===== src/rtl/wb_ctrl_pkg.sv =====
// Shared opcode map, sub-op codes and halt state type for the write-back controller.
package wb_ctrl_pkg;

    localparam logic [3:0] OP_NOP  = 4'd0;
    localparam logic [3:0] OP_MOV  = 4'd1;
    localparam logic [3:0] OP_ADD  = 4'd2;
    localparam logic [3:0] OP_SUB  = 4'd3;
    localparam logic [3:0] OP_AND  = 4'd4;
    localparam logic [3:0] OP_OR   = 4'd5;
    localparam logic [3:0] OP_ALU1 = 4'd6;
    localparam logic [3:0] OP_STK  = 4'd7;
    localparam logic [3:0] OP_LD   = 4'd8;
    localparam logic [3:0] OP_ST   = 4'd9;
    localparam logic [3:0] OP_LDI  = 4'd10;
    localparam logic [3:0] OP_FLOW = 4'd11;
    localparam logic [3:0] OP_LDX  = 4'd12;
    localparam logic [3:0] OP_LDR  = 4'd13;
    localparam logic [3:0] OP_RSV  = 4'd14;
    localparam logic [3:0] OP_HLT  = 4'd15;

    // Sub-operations carried in the ra field of OP_STK and OP_FLOW
    localparam logic [1:0] SUB_PUSH = 2'd0;
    localparam logic [1:0] SUB_POP  = 2'd1;
    localparam logic [1:0] SUB_OUT  = 2'd2;
    localparam logic [1:0] SUB_IN   = 2'd3;
    localparam logic [1:0] SUB_CALL = 2'd1;
    localparam logic [1:0] SUB_RET  = 2'd2;
    localparam logic [1:0] SUB_RTI  = 2'd3;

    typedef enum logic [1:0] {
        RUN    = 2'd0,
        DRAIN  = 2'd1,
        HALTED = 2'd2
    } halt_state_t;

endpackage


===== src/rtl/wb_halt_fsm.sv =====
// Halt sequencer: RUN -> DRAIN (DRAIN_CYC cycles) -> HALTED, left again by a resume pulse.
module wb_halt_fsm
    import wb_ctrl_pkg::*;
#(
    parameter int DRAIN_CYC = 3
) (
    input  logic clk,
    input  logic rst,
    input  logic hlt_commit,
    input  logic resume,
    output logic halted
);

    localparam int CNT_W = (DRAIN_CYC > 2) ? $clog2(DRAIN_CYC) : 1;
    localparam logic [CNT_W-1:0] CNT_INIT = CNT_W'((DRAIN_CYC > 0) ? DRAIN_CYC - 1 : 0);

    halt_state_t      state, state_n;
    logic [CNT_W-1:0] cnt, cnt_n;

    always_ff @(posedge clk or posedge rst) begin
        if (rst) begin
            state <= RUN;
            cnt   <= '0;
        end else begin
            state <= state_n;
            cnt   <= cnt_n;
        end
    end

    // The counter is loaded on entry so that DRAIN lasts exactly DRAIN_CYC cycles
    always_comb begin
        state_n = state;
        cnt_n   = cnt;
        case (state)
            RUN: begin
                if (hlt_commit) begin
                    if (DRAIN_CYC == 0) begin
                        state_n = HALTED;
                    end else begin
                        state_n = DRAIN;
                        cnt_n   = CNT_INIT;
                    end
                end
            end
            DRAIN: begin
                if (cnt == '0) begin
                    state_n = HALTED;
                end else begin
                    cnt_n = cnt - CNT_W'(1);
                end
            end
            HALTED: begin
                if (resume) begin
                    state_n = RUN;
                end
            end
            default: state_n = RUN;
        endcase
    end

    assign halted = (state == HALTED);

endmodule


===== src/rtl/wb_ctrl_seq.sv =====
// Write-back controller: RF write decode, stack pointer, OUT port and halt sequencing.
// Optional feature macro: WB_OUT_HANDSHAKE_EN (OUT port held until out_ack).
module wb_ctrl_seq
    import wb_ctrl_pkg::*;
#(
    parameter int                DATA_W    = 8,
    parameter int                REG_AW    = 2,
    parameter int                SP_IDX    = 3,
    parameter logic [DATA_W-1:0] SP_RESET  = 8'hFF,
    parameter int                DRAIN_CYC = 3
) (
    input  logic              clk,
    input  logic              rst,
    input  logic              wb_valid,
    input  logic [3:0]        opcode,
    input  logic [REG_AW-1:0] ra_wb,
    input  logic [REG_AW-1:0] rb_wb,
    input  logic [DATA_W-1:0] wb_data,
    input  logic [DATA_W-1:0] in_port,
    input  logic              resume,
    output logic              rf_we,
    output logic [REG_AW-1:0] rf_waddr,
    output logic [DATA_W-1:0] rf_wdata,
    output logic [DATA_W-1:0] sp,
    output logic [DATA_W-1:0] out_port,
    output logic              out_valid,
    input  logic              out_ack,
    output logic              stall_o,
    output logic              halted
);

    localparam logic [REG_AW-1:0] SP_ADDR = REG_AW'(SP_IDX);
    localparam logic [DATA_W-1:0] ONE     = DATA_W'(1);

    logic is_write, use_ra;
    logic is_stk, is_flow;
    logic is_push, is_pop, is_out, is_in, is_call, is_ret, is_hlt;
    logic commit, out_block, sp_load;

    always_comb begin
        is_write = 1'b0;
        use_ra   = 1'b0;
        case (opcode)
            OP_MOV, OP_ADD, OP_SUB, OP_AND, OP_OR, OP_LD, OP_LDI: begin
                is_write = 1'b1;
                use_ra   = 1'b1;
            end
            OP_ALU1, OP_LDX: is_write = (ra_wb < REG_AW'(2));
            OP_STK:          is_write = (ra_wb == REG_AW'(SUB_POP)) || (ra_wb == REG_AW'(SUB_IN));
            OP_LDR:          is_write = 1'b1;
            default:         is_write = 1'b0;
        endcase
    end

    assign is_stk  = (opcode == OP_STK);
    assign is_flow = (opcode == OP_FLOW);
    assign is_push = is_stk  && (ra_wb == REG_AW'(SUB_PUSH));
    assign is_pop  = is_stk  && (ra_wb == REG_AW'(SUB_POP));
    assign is_out  = is_stk  && (ra_wb == REG_AW'(SUB_OUT));
    assign is_in   = is_stk  && (ra_wb == REG_AW'(SUB_IN));
    assign is_call = is_flow && (ra_wb == REG_AW'(SUB_CALL));
    assign is_ret  = is_flow && ((ra_wb == REG_AW'(SUB_RET)) || (ra_wb == REG_AW'(SUB_RTI)));
    assign is_hlt  = (opcode == OP_HLT);

`ifdef WB_OUT_HANDSHAKE_EN
    // A new OUT must wait until the consumer has taken the previous value
    assign out_block = wb_valid & is_out & out_valid & ~out_ack;
`else
    logic unused_out_ack;
    assign unused_out_ack = out_ack;
    assign out_block      = 1'b0;
`endif

    assign stall_o  = halted | out_block;
    assign commit   = wb_valid & ~stall_o & ~halted;

    assign rf_we    = commit & is_write;
    assign rf_waddr = use_ra ? ra_wb : rb_wb;
    assign rf_wdata = is_in ? in_port : wb_data;
    assign sp_load  = rf_we & (rf_waddr == SP_ADDR);

    // An explicit write to the SP alias overrides the implicit push/pop adjustment
    always_ff @(posedge clk or posedge rst) begin
        if (rst) begin
            sp <= SP_RESET;
        end else if (commit) begin
            if (sp_load) begin
                sp <= rf_wdata;
            end else if (is_push || is_call) begin
                sp <= sp - ONE;
            end else if (is_pop || is_ret) begin
                sp <= sp + ONE;
            end
        end
    end

    always_ff @(posedge clk or posedge rst) begin
        if (rst) begin
            out_port  <= '0;
            out_valid <= 1'b0;
        end else begin
`ifdef WB_OUT_HANDSHAKE_EN
            if (commit && is_out) begin
                out_port  <= wb_data;
                out_valid <= 1'b1;
            end else if (out_ack) begin
                out_valid <= 1'b0;
            end
`else
            out_valid <= commit & is_out;
            if (commit && is_out) begin
                out_port <= wb_data;
            end
`endif
        end
    end

    wb_halt_fsm #(
        .DRAIN_CYC (DRAIN_CYC)
    ) u_halt_fsm (
        .clk        (clk),
        .rst        (rst),
        .hlt_commit (commit & is_hlt),
        .resume     (resume),
        .halted     (halted)
    );

endmodule


===== config.mk =====
export PLATFORM = sky130hd
export DESIGN_NAME = wb_ctrl_seq
export DESIGN_NICKNAME = d
export VERILOG_FILES = /design/src/rtl/wb_ctrl_pkg.sv /design/src/rtl/wb_halt_fsm.sv /design/src/rtl/wb_ctrl_seq.sv
export SDC_FILE = /design/constraint.sdc
export NUM_CORES = 1
export LEC_CHECK = 0
export ABC_AREA = 1
export CAP_MARGIN = 20
export CORE_MARGIN = 2
export CORE_UTILIZATION = 44
export DETAILED_ROUTE_END_ITERATION = 16
export PLACE_DENSITY = 0.86
export SETUP_SLACK_MARGIN = 0.15
export SLEW_MARGIN = 5
export SYNTH_ARGS = -nofsm -noshare
export SYNTH_HDL_FRONTEND = slang
export SYNTH_SLANG_ARGS = --single-unit
export TNS_END_PERCENT = 5

===== constraint.sdc =====
create_clock -name clk -period 2.5 [get_ports clk]
set_clock_uncertainty 0.2 [all_clocks]
set_input_delay 0.75 -clock clk [delete_from_list [all_inputs] [get_ports clk]]
set_output_delay 0.75 -clock clk [all_outputs]
set_load 0.05 [all_outputs]

==> flow_summary.json, run 1 <==
{
  "final_nets": 364,
  "status": "finished with violations",
  "relSlewSlack_pct": 64.5,
  "timing.rr.start": "sp[2]$_DFFE_PP1P_",
  "p_per_area_nw_per_um2": 754,
  "cts_tree": "done",
  "via_count": 2006,
  "fin_cells": 372,
  "tightest_slew_ns": 0.534,
  "final_hold_viol_count": 0,
  "antenna_found_initial": 0,
  "fin_crit_ns": 2.82,
  "drtAntennaViolNets": 0,
  "postSynth.asyncResetShare_pct": 100,
  "violations": "negative setup slack",
  "arrival_ns": 1.87,
  "holdPathEnd": "out_port[2]$_DFFE_PP0P_",
  "finalSetupViolations": 15,
  "grt_pass1_wl_mm": 9.15,
  "yosysUniqueCellTypes": 35,
  "seqCellArea_um2": 536,
  "cts_made_buffers": 3,
  "synth_edf_count": 0,
  "drtPass1Iterations": 5,
  "coreArea_um2": 3390,
  "gp_congestion": 0.869,
  "end_kind": "primary output",
  "io_pins": 59,
  "synth.most_common_cell": "nand2_1",
  "drt-total-wl_mm": 5.74,
  "max_cap_violations": 0,
  "syn2layout_area_growth_pct": 82.8,
  "fp.dieW_um": 64.0,
  "crit_required_ns": 1.55,
  "wl_per_cell_um": 15.4,
  "start_kind": "input port",
  "multi_input_area_um2": 1060,
  "yosys.area.top_type": "dfrtp_1",
  "drtIter0Drc": 107,
  "drive_gt1_share_pct": 39.6,
  "die_h_um": 64.0,
  "portBuffers": 57,
  "ys_seq_elements": 21,
  "track_usage_pct": 28.2,
  "synth_warnings": 0,
  "worstRegToRegCells": 9,
  "viasPerCell": 5.39,
  "cts.clk_slew.worst_paths_ns": 0.13,
  "cts.path.max_buffers": 2,
  "holdCritStartpoint": "out_port[2]$_DFFE_PP0P_",
  "max_freq_mhz": 354,
  "clk_latency_ns": 0.33,
  "syn_nets": 264,
  "place_area_um2": 2680,
  "floorplan.initialDensity_pct": 46.8,
  "hp-class": "reg2reg",
  "rows": 21,
  "ir_worst_vdd_v": 0.000827,
  "synthTopCellsByCount": "63 x nand2_1, 40 x inv_1, 26 x nand3_1",
  "cts_root_buf": "clkbuf_4",
  "post_synth_inst_count": 227,
  "finalMaxSlewViolations": 0,
  "diodes": 0,
  "yosysTopAreaCellShare_pct": 20.5,
  "r2r_slack_ns": 0.56,
  "cts_sinks": 21,
  "p_leak_nw": 1.52,
  "ys.flop_type": "dfrtp_1",
  "finalInstanceArea_um2": 2900,
  "dieArea_um2": 4100,
  "rr_endpoint": "sp[5]$_DFFE_PP1P_",
  "setup_slack_ns": -0.324,
  "criticalPathCategory": "in2out",
  "dp_hpwl_mm": 3.77,
  "synth_area_leaders": "dfrtp_1 21%, nand2_1 15%, dfstp_2 13%, inv_1 9.5%, nand3_1 8.2%",
  "htreeDepth": 1,
  "first_global_vias": 2080,
  "hold_depth": 2,
  "syn_area_per_cell_um2": 6.98,
  "cp_max_fo": 5,
  "netlist_area_um2": 1590,
  "grt_overflow_total": 0,
  "seq_area_frac_synth_pct": 33.8,
  "grt_setup_unrepaired": "true",
  "dp_cells": 362,
  "grt_max_degree": 22,
  "period_share_pct": 113,
  "final.fill_count": 170,
  "drc_errors": 0
}
## placed cells by master (no fill, tap or decap), types with 2 or more instances in the layout
cell type and count:
nand2_1 53, buf_4 48, inv_1 30, nand3_1 26, clkdlybuf4s50_1 21, buf_12 14, dfrtp_1 13, o21ai_0 10
nor2_1 9, dlygate4sd2_1 9, dfstp_2 8, nand2_4 7, o21ai_4 7, nand2_2 6, inv_4 6, inv_2 5
a21oi_1 5, xor2_1 4, ha_1 4, buf_6 4, nand4_1 3, clkbuf_4 3, a21oi_2 2, o21ai_2 2
nor2_4 2, ha_4 2
## sequential cells by signal, indices dropped and copies added (netlist names)
name / cells
u_halt_fsm.state: 2
sp: 8
out_valid: 1
u_halt_fsm.cnt: 2
out_port: 8
## per-layer routing
metal	part of all wire (%)	GRT usage, %	vias to the layer above
li1	-	-	916
met1	37	31.4	940
met2	51	53.6	122
met3	8.2	5.11	28
met4	3.7	8.15	0
met5	0	0	-
## power by group
group          internal, mW  total (mW)  switching, mW
clock network        0.0614       0.189          0.128
registers             0.497       0.616          0.119
logic                 0.527        1.38          0.852
## final cells by class
| cell class | count | area share [%] |
|---|---|---|
| sequential | 21 | 18.5 |
| multi-input combinational | 159 | 36.4 |
| tap | 46 | 1.99 |
| timing repair buffer | 100 | 35.7 |
| inverter | 42 | 6.39 |
| clock inverter | 1 | 0.259 |
| clock buffer | 3 | 0.777 |
## metrics by stage
| stage | worst slack, ns | util (%) | total power [mW] | hold WS (ns) | TNS [ns] |
|---|---|---|---|---|---|
| finish | -0.324 | 85.5 | 2.19 | 0.312 | -2.99 |
| global route | -0.380 | 85.5 | 2.29 | 0.347 | -4.09 |
| CTS | -0.340 | 83.5 | 2.08 | 0.293 | -2.57 |
| detailed placement | -0.935 | 79.1 | 1.90 | 0.267 | -17.21 |
| global placement | -0.883 | 79.1 | 1.86 | 0.255 | -15.62 |
| floorplan | -0.0449 | - | 1.41 | 0.294 | -0.189 |
## worst max-delay path, cell delays in order
cell and delay, ns:
buf_12 0.09, inv_12 0.03, nor3_4 0.22, nand3_4 0.14
buf_12 0.16, buf_16 0.14, o21ai_4 0.15, inv_4 0.05
buf_12 0.14
## cell families after synthesis
group	after synthesis	share of synthesized area (%)
AOI/OAI and AO/OA	32	11.0
DFF	21	33.8
xor gates and xnor gates	5	2.76
buffers and inverters	47	12.5
adders and majority gates	8	6.79
and+or+nand+nor	113	32.5
muxes	1	0.710
## worst max-delay path by stage
stage,start,end,slack (ns),depth (start not counted)
2_1_floorplan,opcode[2],rf_wdata[3],-0.04,6
3_3_place_gp,opcode[2],rf_wdata[1],-0.88,7
3_5_place_dp,opcode[2],sp[5]$_DFFE_PP1P_,-0.94,14
4_1_cts,opcode[1],rf_wdata[6],-0.34,9
5_1_grt,opcode[2],rf_wdata[6],-0.38,9
6_report,opcode[2],rf_wdata[6],-0.32,9
## repair_timing
action | in CTS | in global routing
gates cloned | 1 | 0
hold buffers | 0 | 0
setup endpoints to repair | 35 | 17
buffers inserted | 4 | 1
pin swaps | 6 | 5
gates resized for setup | 54 | 14
(Power assumes the default switching activity.)
==> run 2, diff against run 1 <==
==> constraint.sdc (replaced) <==
create_clock -name clk -period 2.5 [get_ports clk]
set_clock_uncertainty 0.2 [all_clocks]
set_input_delay 0.25 -clock clk [delete_from_list [all_inputs] [get_ports clk]]
set_output_delay 0.25 -clock clk [all_outputs]
set_load 0.05 [all_outputs]
==> flow_summary.json, run 2 (same netlist as run 1, synthesis figures left out) <==
{
  "status": "complete, no violations",
  "final_common_cell": "nand2_1",
  "setup_tns_ns": 0,
  "coreArea_um2": 3390,
  "max_freq_mhz": 435,
  "track_usage_pct": 20.2,
  "utilization_pct": 75.7,
  "relSlewSlack_pct": 46.5,
  "multi_input_area_um2": 936,
  "final.fill_count": 235,
  "cp_max_fo": 7,
  "cts_hold_buffers": 0,
  "cts_tree": "done",
  "place_area_um2": 2440,
  "cts.clk_slew.worst_paths_ns": 0.12,
  "diodes": 0,
  "drive_gt1_share_pct": 21.9,
  "drc_errors": 0,
  "arrival_ns": 2.35,
  "criticalPathCategory": "in2reg",
  "dieArea_um2": 4100,
  "drtAntennaViolNets": 0,
  "drt-total-wl_mm": 4.36,
  "drtIter0Drc": 72,
  "rows": 21,
  "tightest_slew_ns": 0.801,
  "antenna_found_initial": 0,
  "reg_top3": "out_port x8, sp x8",
  "htreeDepth": 1,
  "die_h_um": 64.0,
  "grt_overflow_total": 0,
  "syn2layout_area_growth_pct": 62.0,
  "finalMaxSlewViolations": 0,
  "final_cell_mix": "61 x nand2_1, 43 x clkdlybuf4s50_1, 40 x inv_1",
  "max_cap_violations": 0,
  "io_pins": 59,
  "finalInstanceArea_um2": 2570,
  "start_kind": "input port",
  "p_leak_nw": 1.34,
  "p_per_area_nw_per_um2": 812,
  "cts.path.max_buffers": 2,
  "viasPerCell": 4.95,
  "dp_cells": 346,
  "end_kind": "register",
  "seqCellArea_um2": 536,
  "total_power_mw": 2.08,
  "fp.dieW_um": 64.0,
  "ir_worst_vdd_v": 0.000429,
  "place_ws_ns": -0.183,
  "holdWs_ns": 0.185,
  "setup_slack_ns": 0.203,
  "portBuffers": 57,
  "floorplan.initialDensity_pct": 46.8,
  "drtPass1Iterations": 4,
  "final_hold_viol_count": 0,
  "via_count": 1743,
  "period_share_pct": 91.9,
  "finalSetupViolations": 0,
  "hp-class": "in2async",
  "fin_cells": 352,
  "grt_pass1_wl_mm": 6.67,
  "dp_hpwl_mm": 3.26,
  "wl_per_cell_um": 12.4,
  "cts_made_buffers": 3,
  "crit_required_ns": 2.55,
  "worstRegToRegCells": 6,
  "gp_congestion": 0.801,
  "cts_sinks": 21,
  "cts_root_buf": "clkbuf_4",
  "fin_crit_ns": 2.30,
  "first_global_vias": 1678,
  "clk_latency_ns": 0.30,
  "final_nets": 344,
  "grt_setup_unrepaired": "false",
  "grt_max_degree": 22
}
[run 2: cell count changes in the layout (fill, tap and decap cells not counted), moves of 4 or more]
cell / delta
buf_4: -26
clkdlybuf4s50_1: +22
inv_1: +10
dlygate4sd2_1: -9
nand2_1: +8
o21ai_1: +7
o21ai_4: -7
inv_4: -6
nand2_4: -5
buf_6: -4
[run 2: layer usage]
layer | share of wire (%) | track usage, %
met5 | 0 | 0
met4 | 0.55 | 7.34
met2 | 52 | 37.1
met1 | 43 | 23.2
met3 | 4.5 | 3.52
[run 2: repair_timing]
action                                  in CTS  in global routing
endpoints found under the setup margin       9                 12
buffers inserted                             0                  1
gates resized for setup                      4                 14
pin swaps                                    0                  6
hold endpoints to repair                     0                  0
gates cloned                                 0                  1
[run 2: cell type report]
cell class,count,share of cell area (%)
clock buffers,3,0.877
clock inverters,1,0.195
flip-flops and latches,21,20.9
multi-input cells,160,36.5
repair buffers,79,33.2
well taps,46,2.24
inverters,42,6.14
[run 2: worst paths after layout]
check                                                      from                         endpoint  slack (ns)
min in group clk                                      opcode[1]  u_halt_fsm.state[0]$_DFFE_PP0P_        0.27
worst min-delay path                                        rst          out_port[5]$_DFFE_PP0P_        0.19
worst max register to register  u_halt_fsm.state[1]$_DFFE_PP0P_          out_port[5]$_DFFE_PP0P_        0.57
worst max-delay path                                  opcode[2]                sp[5]$_DFFE_PP1P_        0.20
max in group asynchronous                                   rst          out_port[2]$_DFFE_PP0P_        1.42
worst min register to register          out_port[6]$_DFFE_PP0P_          out_port[6]$_DFFE_PP0P_        0.30
[run 2: report_power, final]
part | switching (mW) | internal, mW | leakage, nW
combinational | 0.791 | 0.522 | 1.07
clock | 0.102 | 0.0597 | 0.0177
sequential | 0.113 | 0.497 | 0.255
total | 1.01 | 1.08 | 1.34
[run 2: worst max-delay path: stages]
cell	delay, ns
clkdlybuf4s50_1	0.51
inv_1	0.07
nor3_2	0.15
nand2_1	0.14
nand2_4	0.15
ha_4	0.22
a21oi_1	0.12
nand2_1	0.11
nand3_1	0.09
nand2_1	0.08
xor2_1	0.21
nand2_1	0.08
nand3_1	0.09
nand2_1	0.05
